<file path="config.mk">
export PLATFORM = sky130hd
export DESIGN_NAME = ro_freq_meter_flat
export DESIGN_NICKNAME = d
export VERILOG_FILES = /design/src/rtl/ro_freq_meter_if.sv /design/src/rtl/ro_freq_meter.sv /design/src/flat_wrapper.sv
export SDC_FILE = /design/constraint.sdc
export NUM_CORES = 1
export LEC_CHECK = 0
export CORE_MARGIN = 10
export CORE_UTILIZATION = 27
export CTS_CLUSTER_SIZE = 12
export DETAILED_ROUTE_END_ITERATION = 6
export PLACE_DENSITY = 0.55
export SYNTH_ARGS = -nofsm -noshare
export SYNTH_HDL_FRONTEND = slang
export SYNTH_SLANG_ARGS = --single-unit
</file>
<file path="constraint.sdc">
create_clock -name wb_clk_i -period 6.02 [get_ports wb_clk_i]
set_input_delay 0.903 -clock wb_clk_i [delete_from_list [all_inputs] [get_ports wb_clk_i]]
set_output_delay 0.903 -clock wb_clk_i [all_outputs]
set_load 0.01 [all_outputs]
</file>
<file path="src/rtl/ro_freq_meter_if.sv">
// Handshake bundle between the management-side controller (master) and the
// ring-oscillator frequency meter (slave). Optional cont_mode lane exists only
// when RO_CONT_MODE_EN is defined.
interface ro_freq_meter_if #(
    parameter int unsigned SEL_W  = 3,
    parameter int unsigned CNT_W  = 16,
    parameter int unsigned GATE_W = 16
);
    logic [SEL_W-1:0]  ch_sel;
    logic [GATE_W-1:0] gate_cycles;
    logic              start_req;
    logic              busy;
    logic              done;
    logic [CNT_W-1:0]  count;
    logic              overflow;
`ifdef RO_CONT_MODE_EN
    logic              cont_mode;

    modport master (
        output ch_sel, gate_cycles, start_req, cont_mode,
        input  busy, done, count, overflow
    );
    modport slave (
        input  ch_sel, gate_cycles, start_req, cont_mode,
        output busy, done, count, overflow
    );
`else
    modport master (
        output ch_sel, gate_cycles, start_req,
        input  busy, done, count, overflow
    );
    modport slave (
        input  ch_sel, gate_cycles, start_req,
        output busy, done, count, overflow
    );
`endif
endinterface

</file>
<file path="src/rtl/ro_freq_meter.sv">
// Gated ring-oscillator frequency meter. Enables the oscillator bank, lets it
// settle, counts rising edges of one synchronised tap over a programmable
// window of wb_clk_i cycles and returns a saturating count.
// Optional feature macro: RO_CONT_MODE_EN (back-to-back windows via cont_mode).
module ro_freq_meter #(
    parameter int unsigned NUM_CH     = 5,
    parameter int unsigned SEL_W      = 3,
    parameter int unsigned CNT_W      = 16,
    parameter int unsigned GATE_W     = 16,
    parameter int unsigned SETTLE_CYC = 8
) (
    input  logic              wb_clk_i,
    input  logic              wb_rst_i,
    input  logic [NUM_CH-1:0] ro_in,
    output logic              ro_start,
    ro_freq_meter_if.slave    bus
);
    localparam int unsigned SetW = (SETTLE_CYC > 1) ? $clog2(SETTLE_CYC) : 1;

    localparam logic [1:0] StIdle    = 2'd0;
    localparam logic [1:0] StSettle  = 2'd1;
    localparam logic [1:0] StMeasure = 2'd2;
    localparam logic [1:0] StDone    = 2'd3;

    logic [1:0]        state_q, state_d;
    logic [SEL_W-1:0]  ch_sel_q;
    logic [GATE_W-1:0] gate_q;
    logic [GATE_W-1:0] gate_cnt_q;
    logic [SetW-1:0]   settle_cnt_q;
    logic [CNT_W-1:0]  edge_cnt_q;
    logic [CNT_W-1:0]  count_q;
    logic              ovf_flag_q;
    logic              overflow_q;
    logic              done_q;
    logic              ro_start_q;
    logic              sync1_q, sync2_q, sync3_q;
    logic              ro_sel;
    logic              rise;
    logic              cont;
    logic              settle_last;
    logic              gate_last;

`ifdef RO_CONT_MODE_EN
    assign cont = bus.cont_mode;
`else
    assign cont = 1'b0;
`endif

    assign rise        = sync2_q & ~sync3_q;
    assign settle_last = (settle_cnt_q == SetW'(SETTLE_CYC - 1));
    assign gate_last   = (gate_cnt_q == gate_q - GATE_W'(1));

    // Tap mux; selections beyond NUM_CH read as constant 0.
    always_comb begin
        ro_sel = 1'b0;
        for (int i = 0; i < NUM_CH; i++) begin
            if (ch_sel_q == SEL_W'(i)) ro_sel = ro_in[i];
        end
    end

    // Two-flop synchroniser plus one delay stage for edge detection.
    always_ff @(posedge wb_clk_i) begin
        if (wb_rst_i) begin
            sync1_q <= 1'b0;
            sync2_q <= 1'b0;
            sync3_q <= 1'b0;
        end else begin
            sync1_q <= ro_sel;
            sync2_q <= sync1_q;
            sync3_q <= sync2_q;
        end
    end

    // Next-state decode.
    always_comb begin
        state_d = state_q;
        case (state_q)
            StIdle:    if (bus.start_req) state_d = StSettle;
            StSettle:  if (settle_last) state_d = (gate_q == '0) ? StDone : StMeasure;
            StMeasure: if (gate_last) state_d = StDone;
            StDone: begin
                if (cont) state_d = (bus.gate_cycles == '0) ? StDone : StMeasure;
                else      state_d = StIdle;
            end
            default:   state_d = StIdle;
        endcase
    end

    // State register, window counters and result registers.
    always_ff @(posedge wb_clk_i) begin
        if (wb_rst_i) begin
            state_q      <= StIdle;
            ch_sel_q     <= '0;
            gate_q       <= '0;
            gate_cnt_q   <= '0;
            settle_cnt_q <= '0;
            edge_cnt_q   <= '0;
            count_q      <= '0;
            ovf_flag_q   <= 1'b0;
            overflow_q   <= 1'b0;
            done_q       <= 1'b0;
            ro_start_q   <= 1'b0;
        end else begin
            state_q <= state_d;
            done_q  <= 1'b0;
            case (state_q)
                StIdle: begin
                    if (bus.start_req) begin
                        ch_sel_q     <= bus.ch_sel;
                        gate_q       <= bus.gate_cycles;
                        settle_cnt_q <= '0;
                        ro_start_q   <= 1'b1;
                    end
                end
                StSettle: begin
                    settle_cnt_q <= settle_cnt_q + SetW'(1);
                    gate_cnt_q   <= '0;
                    edge_cnt_q   <= '0;
                    ovf_flag_q   <= 1'b0;
                end
                StMeasure: begin
                    gate_cnt_q <= gate_cnt_q + GATE_W'(1);
                    if (rise) begin
                        if (edge_cnt_q == '1) ovf_flag_q <= 1'b1;
                        else                  edge_cnt_q <= edge_cnt_q + CNT_W'(1);
                    end
                end
                StDone: begin
                    count_q    <= edge_cnt_q;
                    overflow_q <= ovf_flag_q;
                    done_q     <= 1'b1;
                    if (cont) begin
                        // Next window starts immediately; oscillator stays enabled.
                        ch_sel_q   <= bus.ch_sel;
                        gate_q     <= bus.gate_cycles;
                        gate_cnt_q <= '0;
                        edge_cnt_q <= '0;
                        ovf_flag_q <= 1'b0;
                    end else begin
                        ro_start_q <= 1'b0;
                    end
                end
                default: ;
            endcase
        end
    end

    assign ro_start     = ro_start_q;
    assign bus.busy     = (state_q != StIdle);
    assign bus.done     = done_q;
    assign bus.count    = count_q;
    assign bus.overflow = overflow_q;
endmodule

</file>
<file path="src/flat_wrapper.sv">
// flat-port wrapper written by rule: the top's interface ports become plain ports
module ro_freq_meter_flat 
#(
    parameter int unsigned NUM_CH     = 5,
    parameter int unsigned SEL_W      = 3,
    parameter int unsigned CNT_W      = 16,
    parameter int unsigned GATE_W     = 16,
    parameter int unsigned SETTLE_CYC = 8
)
  (wb_clk_i, wb_rst_i, ro_in, ro_start, bus_ch_sel, bus_gate_cycles, bus_start_req, bus_busy, bus_done, bus_count, bus_overflow);
  ro_freq_meter_if #(.SEL_W(SEL_W), .CNT_W(CNT_W), .GATE_W(GATE_W)) bus_i ();
  input  logic wb_clk_i;
  input  logic wb_rst_i;
  input  logic [NUM_CH-1:0] ro_in;
  output logic ro_start;
  input wire logic [$bits(bus_i.ch_sel)-1:0] bus_ch_sel;
  input wire logic [$bits(bus_i.gate_cycles)-1:0] bus_gate_cycles;
  input wire logic [$bits(bus_i.start_req)-1:0] bus_start_req;
  output wire logic [$bits(bus_i.busy)-1:0] bus_busy;
  output wire logic [$bits(bus_i.done)-1:0] bus_done;
  output wire logic [$bits(bus_i.count)-1:0] bus_count;
  output wire logic [$bits(bus_i.overflow)-1:0] bus_overflow;
  assign bus_i.ch_sel = bus_ch_sel;
  assign bus_i.gate_cycles = bus_gate_cycles;
  assign bus_i.start_req = bus_start_req;
  assign bus_busy = bus_i.busy;
  assign bus_done = bus_i.done;
  assign bus_count = bus_i.count;
  assign bus_overflow = bus_i.overflow;
  ro_freq_meter #(.NUM_CH(NUM_CH), .SEL_W(SEL_W), .CNT_W(CNT_W), .GATE_W(GATE_W), .SETTLE_CYC(SETTLE_CYC)) u_core (.wb_clk_i(wb_clk_i), .wb_rst_i(wb_rst_i), .ro_in(ro_in), .ro_start(ro_start), .bus(bus_i));
endmodule
</file>
==> impl_metrics.env, run 1 <==
export IMPL_status="complete, no violations"
export IMPL_critPathRequiredTime_ns=5.12
export IMPL_drc_errors=0
export IMPL_clock_path_buffers=2
export IMPL_peakVddDrop_uv=141.8
export IMPL_antenna_found_initial=0
export IMPL_synthesis_area_mm2=0.003776
export IMPL_stdcell_count=670
export IMPL_hold_start="u_core.sync1_q"
export IMPL_yosys_warnings=0
export IMPL_pwr_density_cell_mw_per_mm2=359.4
export IMPL_crit_path_end_kind="primary output"
export IMPL_routedWlPerCell_um=13.11
export IMPL_tritoncts="done"
export IMPL_seq_area_frac_synth_pct=41.88
export IMPL_gp_congestion=0.8127
export IMPL_synth_nets=481
export IMPL_cpMostUsedCell="inv_1"
export IMPL_path_class="reg -> out"
export IMPL_rows=43
export IMPL_cp_top_family="buffers and inverters"
export IMPL_die_w_um=138.3
export IMPL_drive_above_1_share_pct=4.898
export IMPL_r2r_start="u_core.gate_q[0]"
export IMPL_ys_types=46
export IMPL_finalClockSkew_ns=0.009521
export IMPL_finalSetupViolations=0
export IMPL_dieArea_mm2=0.01912
export IMPL_vias=3172
export IMPL_clk_pin_slew_ns=0.06
export IMPL_core_mm2=0.01377
export IMPL_path_cells="inv_1 > ha_1 > inv_1 > clkdlybuf4s50_1"
export IMPL_critPathSlowestCell="clkdlybuf4s50_1"
export IMPL_grt_pass1_vias=3060
export IMPL_die_h_um=138.3
export IMPL_firstDrtPassIters=4
export IMPL_htree_levels=3
export IMPL_postRouteAntennaNets=0
export IMPL_grt_max_degree=55
export IMPL_wl_mm=8.782
export IMPL_clock_latency_ns=0.35
export IMPL_place_inst=654
export IMPL_crit_fanout=6
export IMPL_p_leak_nw=1.628
export IMPL_antenna_cells=0
export IMPL_synth_seq_cells=79
export IMPL_maxCapViolations=0
export IMPL_clkSinkCount=79
export IMPL_postCtsSetupBuffers=0
export IMPL_worst_slack_ns=3.321
export IMPL_worstPathArrival_ns=1.80
export IMPL_area_delta_synth_final_pct=24.22
export IMPL_grt_usage_pct=9.346
export IMPL_hold_viol_final=0
export IMPL_finalNetCount=521
export IMPL_viasPerCell=4.734
export IMPL_setup_tns_ns=0
export IMPL_synth_avg_cell_area_um2=8.486
export IMPL_fin_area_mm2=0.004691
export IMPL_slew_limit_headroom_pct=24.16
export IMPL_period_share_pct=44.83
export IMPL_rsz0062_at_grt="false"
export IMPL_io_pins=47
export IMPL_syn_inst=445
export IMPL_drt_iter0_drc=195
export IMPL_dpl_worst_slack_ns=3.097
export IMPL_min_period_ns=2.699
export IMPL_slew_viol_final=0
export IMPL_critPathLaunchType="register"
export IMPL_worstHoldPathType="reg -> reg"
export IMPL_critical_path_max_stage_delay_ns=0.56
export IMPL_overflow=0
export IMPL_start_util_pct=27.42
export IMPL_crit_buf_inv=3
export IMPL_crit_start="u_core.state_q[0]"
export IMPL_ctsResizeCount=0
export IMPL_grt_pass1_wl_mm=15.06
export IMPL_max_freq_mhz=370.5
export IMPL_numCtsBuffers=9
export IMPL_numPortBuffers=46
export IMPL_worstMarginPinSlew_ns=1.138
export IMPL_dp_hpwl_mm=6.363
export IMPL_cts_root_buffer="clkbuf_16"
export IMPL_dpl_cell_area_mm2=0.004393
export IMPL_hold_buffers=0
final timing paths:
kind	slack, ns	depth (start not counted)	endpoint
worst min register to register	0.44	1	u_core.sync2_q
worst max-delay path	3.32	4	bus_busy
worst min-delay path	0.44	1	u_core.sync2_q
worst max register to register	3.55	9	u_core.state_q[1]
logic make-up after synthesis:
| logic type | share of synthesized area, % |
|---|---|
| and+or+nand+nor | 26.04 |
| DFF | 41.88 |
| AOI/OAI and AO/OA | 10.64 |
| xor gates and xnor gates | 9.742 |
| buffers and inverters | 2.783 |
| muxes | 5.931 |
| adders and majority gates | 2.982 |
Yosys cell counts (all sizes together):
master | instances | area, um2
nand3b | 2 | 15.01
nand3 | 14 | 70.07
nand2 | 62 | 232.7
xnor2 | 14 | 122.6
buf | 2 | 7.510
o21a | 1 | 7.510
and2 | 2 | 12.51
nand2b | 9 | 56.30
nor4b | 3 | 26.28
a32oi | 3 | 26.28
a2bb2oi | 1 | 8.760
a211o | 1 | 8.760
o41ai | 1 | 8.760
or3 | 6 | 37.54
clkbuf | 15 | 56.30
nor3 | 6 | 30.03
nand4b | 1 | 8.760
o31a | 2 | 17.52
and3 | 3 | 18.77
o21ai | 11 | 55.05
dfxtp | 79 | 1582
o2bb2ai | 1 | 8.760
a21oi | 34 | 173.9
nor3b | 1 | 7.510
mux2 | 1 | 11.26
inv | 11 | 41.29
mux2i | 19 | 190.2
and4b | 2 | 20.02
a311o | 1 | 10.01
xor2 | 28 | 245.2
nand4 | 8 | 50.05
nor2 | 65 | 244.0
and4 | 4 | 35.03
nor2b | 6 | 37.54
nor4 | 6 | 67.56
a31oi | 4 | 31.28
or4b | 1 | 13.76
a211oi | 3 | 27.52
mux4 | 1 | 22.52
o32ai | 2 | 17.52
ha | 9 | 112.6
cell type report:
| cell class | instances | area (um2) |
|---|---|---|
| repair buffers | 46 | 455.4 |
| inverters | 11 | 41.29 |
| clock inverters | 6 | 68.82 |
| multi-input cells | 338 | 2090 |
| well taps | 180 | 225.2 |
| clock buffers | 10 | 229.0 |
| flip-flops and latches | 79 | 1582 |
| fillers | 1451 | 9082 |
sequential cells by signal, indices dropped and copies added, names as in the netlist:
name	flops
u_core.sync3_q	1
u_core.sync2_q	1
u_core.sync1_q	1
u_core.gate_q	16
u_core.ovf_flag_q	1
u_core.state_q	2
u_core.ch_sel_q	3
u_core.bus.overflow	1
u_core.edge_cnt_q	16
u_core.gate_cnt_q	16
u_core.bus.done	1
u_core.settle_cnt_q	3
u_core.ro_start	1
u_core.bus.count	16
through the flow:
| stage | hold WS [ns] | power, mW | util, % |
|---|---|---|---|
| finish | 0.4421 | 1.686 | 34.06 |
| CTS | 0.4523 | 1.709 | 34.06 |
| detailed placement | 0.4386 | 1.152 | 31.90 |
| global placement | 0.4463 | 1.141 | 31.90 |
| global route | 0.4794 | 1.798 | 34.06 |
| floorplan | 0.4138 | 1.013 | - |
worst register-to-register path, stage by stage, from the launching register on:
cell and delay, ns:
dfxtp_1 0.40, inv_1 0.07, ha_1 0.33, xor2_1 0.21
a211oi_2 0.21, a31oi_1 0.06, or4b_4 0.54, nor4_4 0.30
a21oi_2 0.10, mux2i_1 0.13
where the power goes:
group	internal (mW)	switching (mW)
logic	0.198	0.324
clock network	0.323	0.226
registers	0.564	0.0499
total	1.09	0.600
metal layers:
| layer | vias to the layer above | global-route usage (%) | routed length, um |
|---|---|---|---|
| met4 | 0 | 2.886 | 93 |
| met1 | 1497 | 11.19 | 4111 |
| met5 | - | 0 | 0 |
| met2 | 42 | 15.11 | 4190 |
| met3 | 8 | 3.562 | 387 |
| li1 | 1625 | - | - |
cells in the final DEF (no fill, tap or decap), drive strengths merged, types with 2 or more instances in the layout:
| cell type | instances |
|---|---|
| dfxtp | 79 |
| nor2 | 65 |
| nand2 | 62 |
| clkdlybuf4s50 | 45 |
| a21oi | 34 |
| xor2 | 28 |
| mux2i | 19 |
| nand3 | 14 |
| xnor2 | 14 |
| inv | 12 |
| o21ai | 11 |
| clkbuf | 10 |
| nand2b | 9 |
| ha | 9 |
| nand4 | 8 |
| nor3 | 6 |
| or3 | 6 |
| nor2b | 6 |
| nor4 | 6 |
| and4 | 4 |
| a31oi | 4 |
| and3 | 3 |
| nor4b | 3 |
| a32oi | 3 |
| a211oi | 3 |
| clkinv | 3 |
| nand3b | 2 |
| o31a | 2 |
| o32ai | 2 |
| and2 | 2 |
| and4b | 2 |
Note: power is estimated with default switching activity, not from simulation.
==> inputs of run 2 (changes only) <==
--- a/config.mk
+++ b/config.mk
@@ -9,7 +9,7 @@
 export CORE_UTILIZATION = 27
 export CTS_CLUSTER_SIZE = 12
 export DETAILED_ROUTE_END_ITERATION = 6
-export PLACE_DENSITY = 0.55
+export PLACE_DENSITY = 0.56
 export SYNTH_ARGS = -nofsm -noshare
 export SYNTH_HDL_FRONTEND = slang
 export SYNTH_SLANG_ARGS = --single-unit
==> constraint.sdc (replaced) <==
create_clock -name wb_clk_i -period 2.23 [get_ports wb_clk_i]
set_input_delay 0.3345 -clock wb_clk_i [delete_from_list [all_inputs] [get_ports wb_clk_i]]
set_output_delay 0.3345 -clock wb_clk_i [all_outputs]
set_load 0.01 [all_outputs]
==> run 2 against run 1 <==
Critical path type is now reg -> reg; sequential cell count is the same; worst hold slack lost 0.15 ns; final area grew 5.9%; via count grew 2.1%; core utilization grew 2.0 points; combinational power grew to 3.3 times the previous value; final cell count grew 3.0%; clock skew shrank 0.0039 ns; highest routed layer unchanged.
==> impl_metrics.env, run 2 (synthesis gave the netlist of run 1 again) <==
export IMPL_status="complete, no violations"
export IMPL_place_inst=672
export IMPL_gp_congestion=0.8286
export IMPL_numPortBuffers=46
export IMPL_firstDrtPassIters=4
export IMPL_path_cells="inv_2 > ha_4 > nor3b_4 > xnor2_1 > nand3_1 > or4b_4 > nor4_4 > a21oi_2 > mux2i_1"
export IMPL_total_power_mw=4.943
export IMPL_drt_iter0_drc=167
export IMPL_finalNetCount=541
export IMPL_tritoncts="done"
export IMPL_hold_viol_final=0
export IMPL_drc_errors=0
export IMPL_p_leak_nw=1.753
export IMPL_rows=43
export IMPL_cp_top_family="simple AND/OR/NAND/NOR gates"
export IMPL_clkSinkCount=79
export IMPL_die_h_um=138.3
export IMPL_die_w_um=138.3
export IMPL_postRouteAntennaNets=0
export IMPL_vias=3238
export IMPL_htree_levels=3
export IMPL_crit_path_end_kind="register"
export IMPL_start_util_pct=27.42
export IMPL_hold_slack_ns=0.2949
export IMPL_finalSetupViolations=0
export IMPL_overflow=0
export IMPL_final_cell_mix="72 x dfxtp_1, 64 x nor2_1, 61 x nand2_1, 45 x clkdlybuf4s50_1, 32 x a21oi_1"
export IMPL_min_period_ns=2.199
export IMPL_critPathRequiredTime_ns=2.46
export IMPL_crit_buf_inv=1
export IMPL_grt_pass1_wl_mm=15.79
export IMPL_wl_mm=9.526
export IMPL_area_delta_synth_final_pct=31.58
export IMPL_finalClockSkew_ns=0.005611
export IMPL_peakVddDrop_uv=416.1
export IMPL_mostFrequentLayoutCell="dfxtp_1"
export IMPL_max_freq_mhz=454.7
export IMPL_grt_max_degree=30
export IMPL_critical_path_max_stage_delay_ns=0.53
export IMPL_maxCapViolations=0
export IMPL_dp_hpwl_mm=6.800
export IMPL_dieArea_mm2=0.01912
export IMPL_critPathLaunchType="register"
export IMPL_viasPerCell=4.693
export IMPL_numCtsBuffers=9
export IMPL_worstPathArrival_ns=2.43
export IMPL_cts_root_buffer="clkbuf_16"
export IMPL_antenna_cells=0
export IMPL_pwr_density_cell_mw_per_mm2=994.9
export IMPL_antenna_found_initial=0
export IMPL_io_pins=47
export IMPL_critPathSlowestCell="or4b_4"
export IMPL_hold_buffers=0
export IMPL_grt_pass1_vias=3235
export IMPL_crit_fanout=4
export IMPL_rsz0062_at_grt="true"
export IMPL_worstHoldPathType="in -> reg"
export IMPL_clk_pin_slew_ns=0.06
export IMPL_core_mm2=0.01377
export IMPL_clock_latency_ns=0.35
export IMPL_grt_usage_pct=9.841
export IMPL_slew_viol_final=0
export IMPL_drive_above_1_share_pct=13.14
export IMPL_stdcell_count=690
export IMPL_slew_limit_headroom_pct=56.05
export IMPL_routedWlPerCell_um=13.81
export IMPL_period_share_pct=98.62
export IMPL_clock_path_buffers=2
export IMPL_path_class="reg -> reg"
export IMPL_worstMarginPinSlew_ns=0.6577
-- run 2: cell count changes in the layout (fill, tap and decap cells not counted), moves of 2 or more --
| cell | before | now |
|---|---|---|
| buf_4 | 0 | 18 |
| buf_6 | 0 | 2 |
| clkinv_4 | 2 | 0 |
| dfxtp_1 | 79 | 72 |
| dfxtp_2 | 0 | 5 |
| dfxtp_4 | 0 | 2 |
| ha_1 | 9 | 7 |
| inv_1 | 11 | 8 |
| inv_2 | 0 | 3 |
| nor4_1 | 4 | 2 |
| nor4_2 | 0 | 2 |
-- run 2: metrics by stage --
stage / area [um2] / TNS [ns] / util [%] / setup WS (ns)
3_3_place_gp: 4528 / 0 / 32.88 / 0.07812
5_1_grt: 4969 / -0.1971 / 36.07 / -0.09917
6_report: 4969 / 0 / 36.07 / 0.03087
2_1_floorplan: 3777 / 0 / - / 0.06462
4_1_cts: 4846 / 0 / 35.18 / 0.01743
3_5_place_dp: 4528 / 0 / 32.88 / 0.02711
-- run 2: layout make-up --
| class | count | area (um2) |
|---|---|---|
| timing repair buffer | 66 | 613.1 |
| tap | 180 | 225.2 |
| multi-input combinational | 338 | 2180 |
| fill | 1449 | 8805 |
| sequential | 79 | 1595 |
| inverter | 11 | 41.29 |
| clock inverter | 6 | 85.08 |
| clock buffer | 10 | 229.0 |
-- run 2: power by group --
group          internal, mW  switching [mW]
registers              1.54           0.134
logic                 0.724           0.977
clock network         0.976           0.597
-- run 2: final timing paths --
| kind | startpoint | end | slack [ns] | depth (start not counted) |
|---|---|---|---|---|
| worst max-delay path | u_core.gate_q[0] | u_core.state_q[1] | 0.03 | 9 |
| worst min-delay path | wb_rst_i | u_core.gate_cnt_q[0] | 0.29 | 2 |
| worst max register to register | u_core.gate_q[0] | u_core.state_q[1] | 0.03 | 9 |
| worst min register to register | u_core.sync1_q | u_core.sync2_q | 0.45 | 1 |
-- run 2: worst reg2reg max path: cells and delay by family (launching register included) --
kind | cells | cell delay [ns]
flip-flops | 1 | 0.36
AND/OR/NAND/NOR | 4 | 1.14
buffers and inverters | 1 | 0.07
multiplexers | 1 | 0.13
adder cells (fa/ha/maj) | 1 | 0.14
XOR/XNOR | 1 | 0.14
AO/OA/AOI/OAI | 1 | 0.11
-- run 2: timing repair --
| item | CTS | global route |
|---|---|---|
| pin swaps | 0 | 11 |
| setup endpoints to repair | 2 | 15 |
| buffers inserted | 0 | 2 |
| gates resized for setup | 2 | 29 |
-- run 2: metal layers --
metal  GRT usage, %  vias up  part of all wire [%]
met5              0        -                     0
li1               -     1648                     -
met4          4.051        0                   1.8
met2          16.74       47                    51
met3          3.253       14                   4.2
met1          11.04     1529                    43
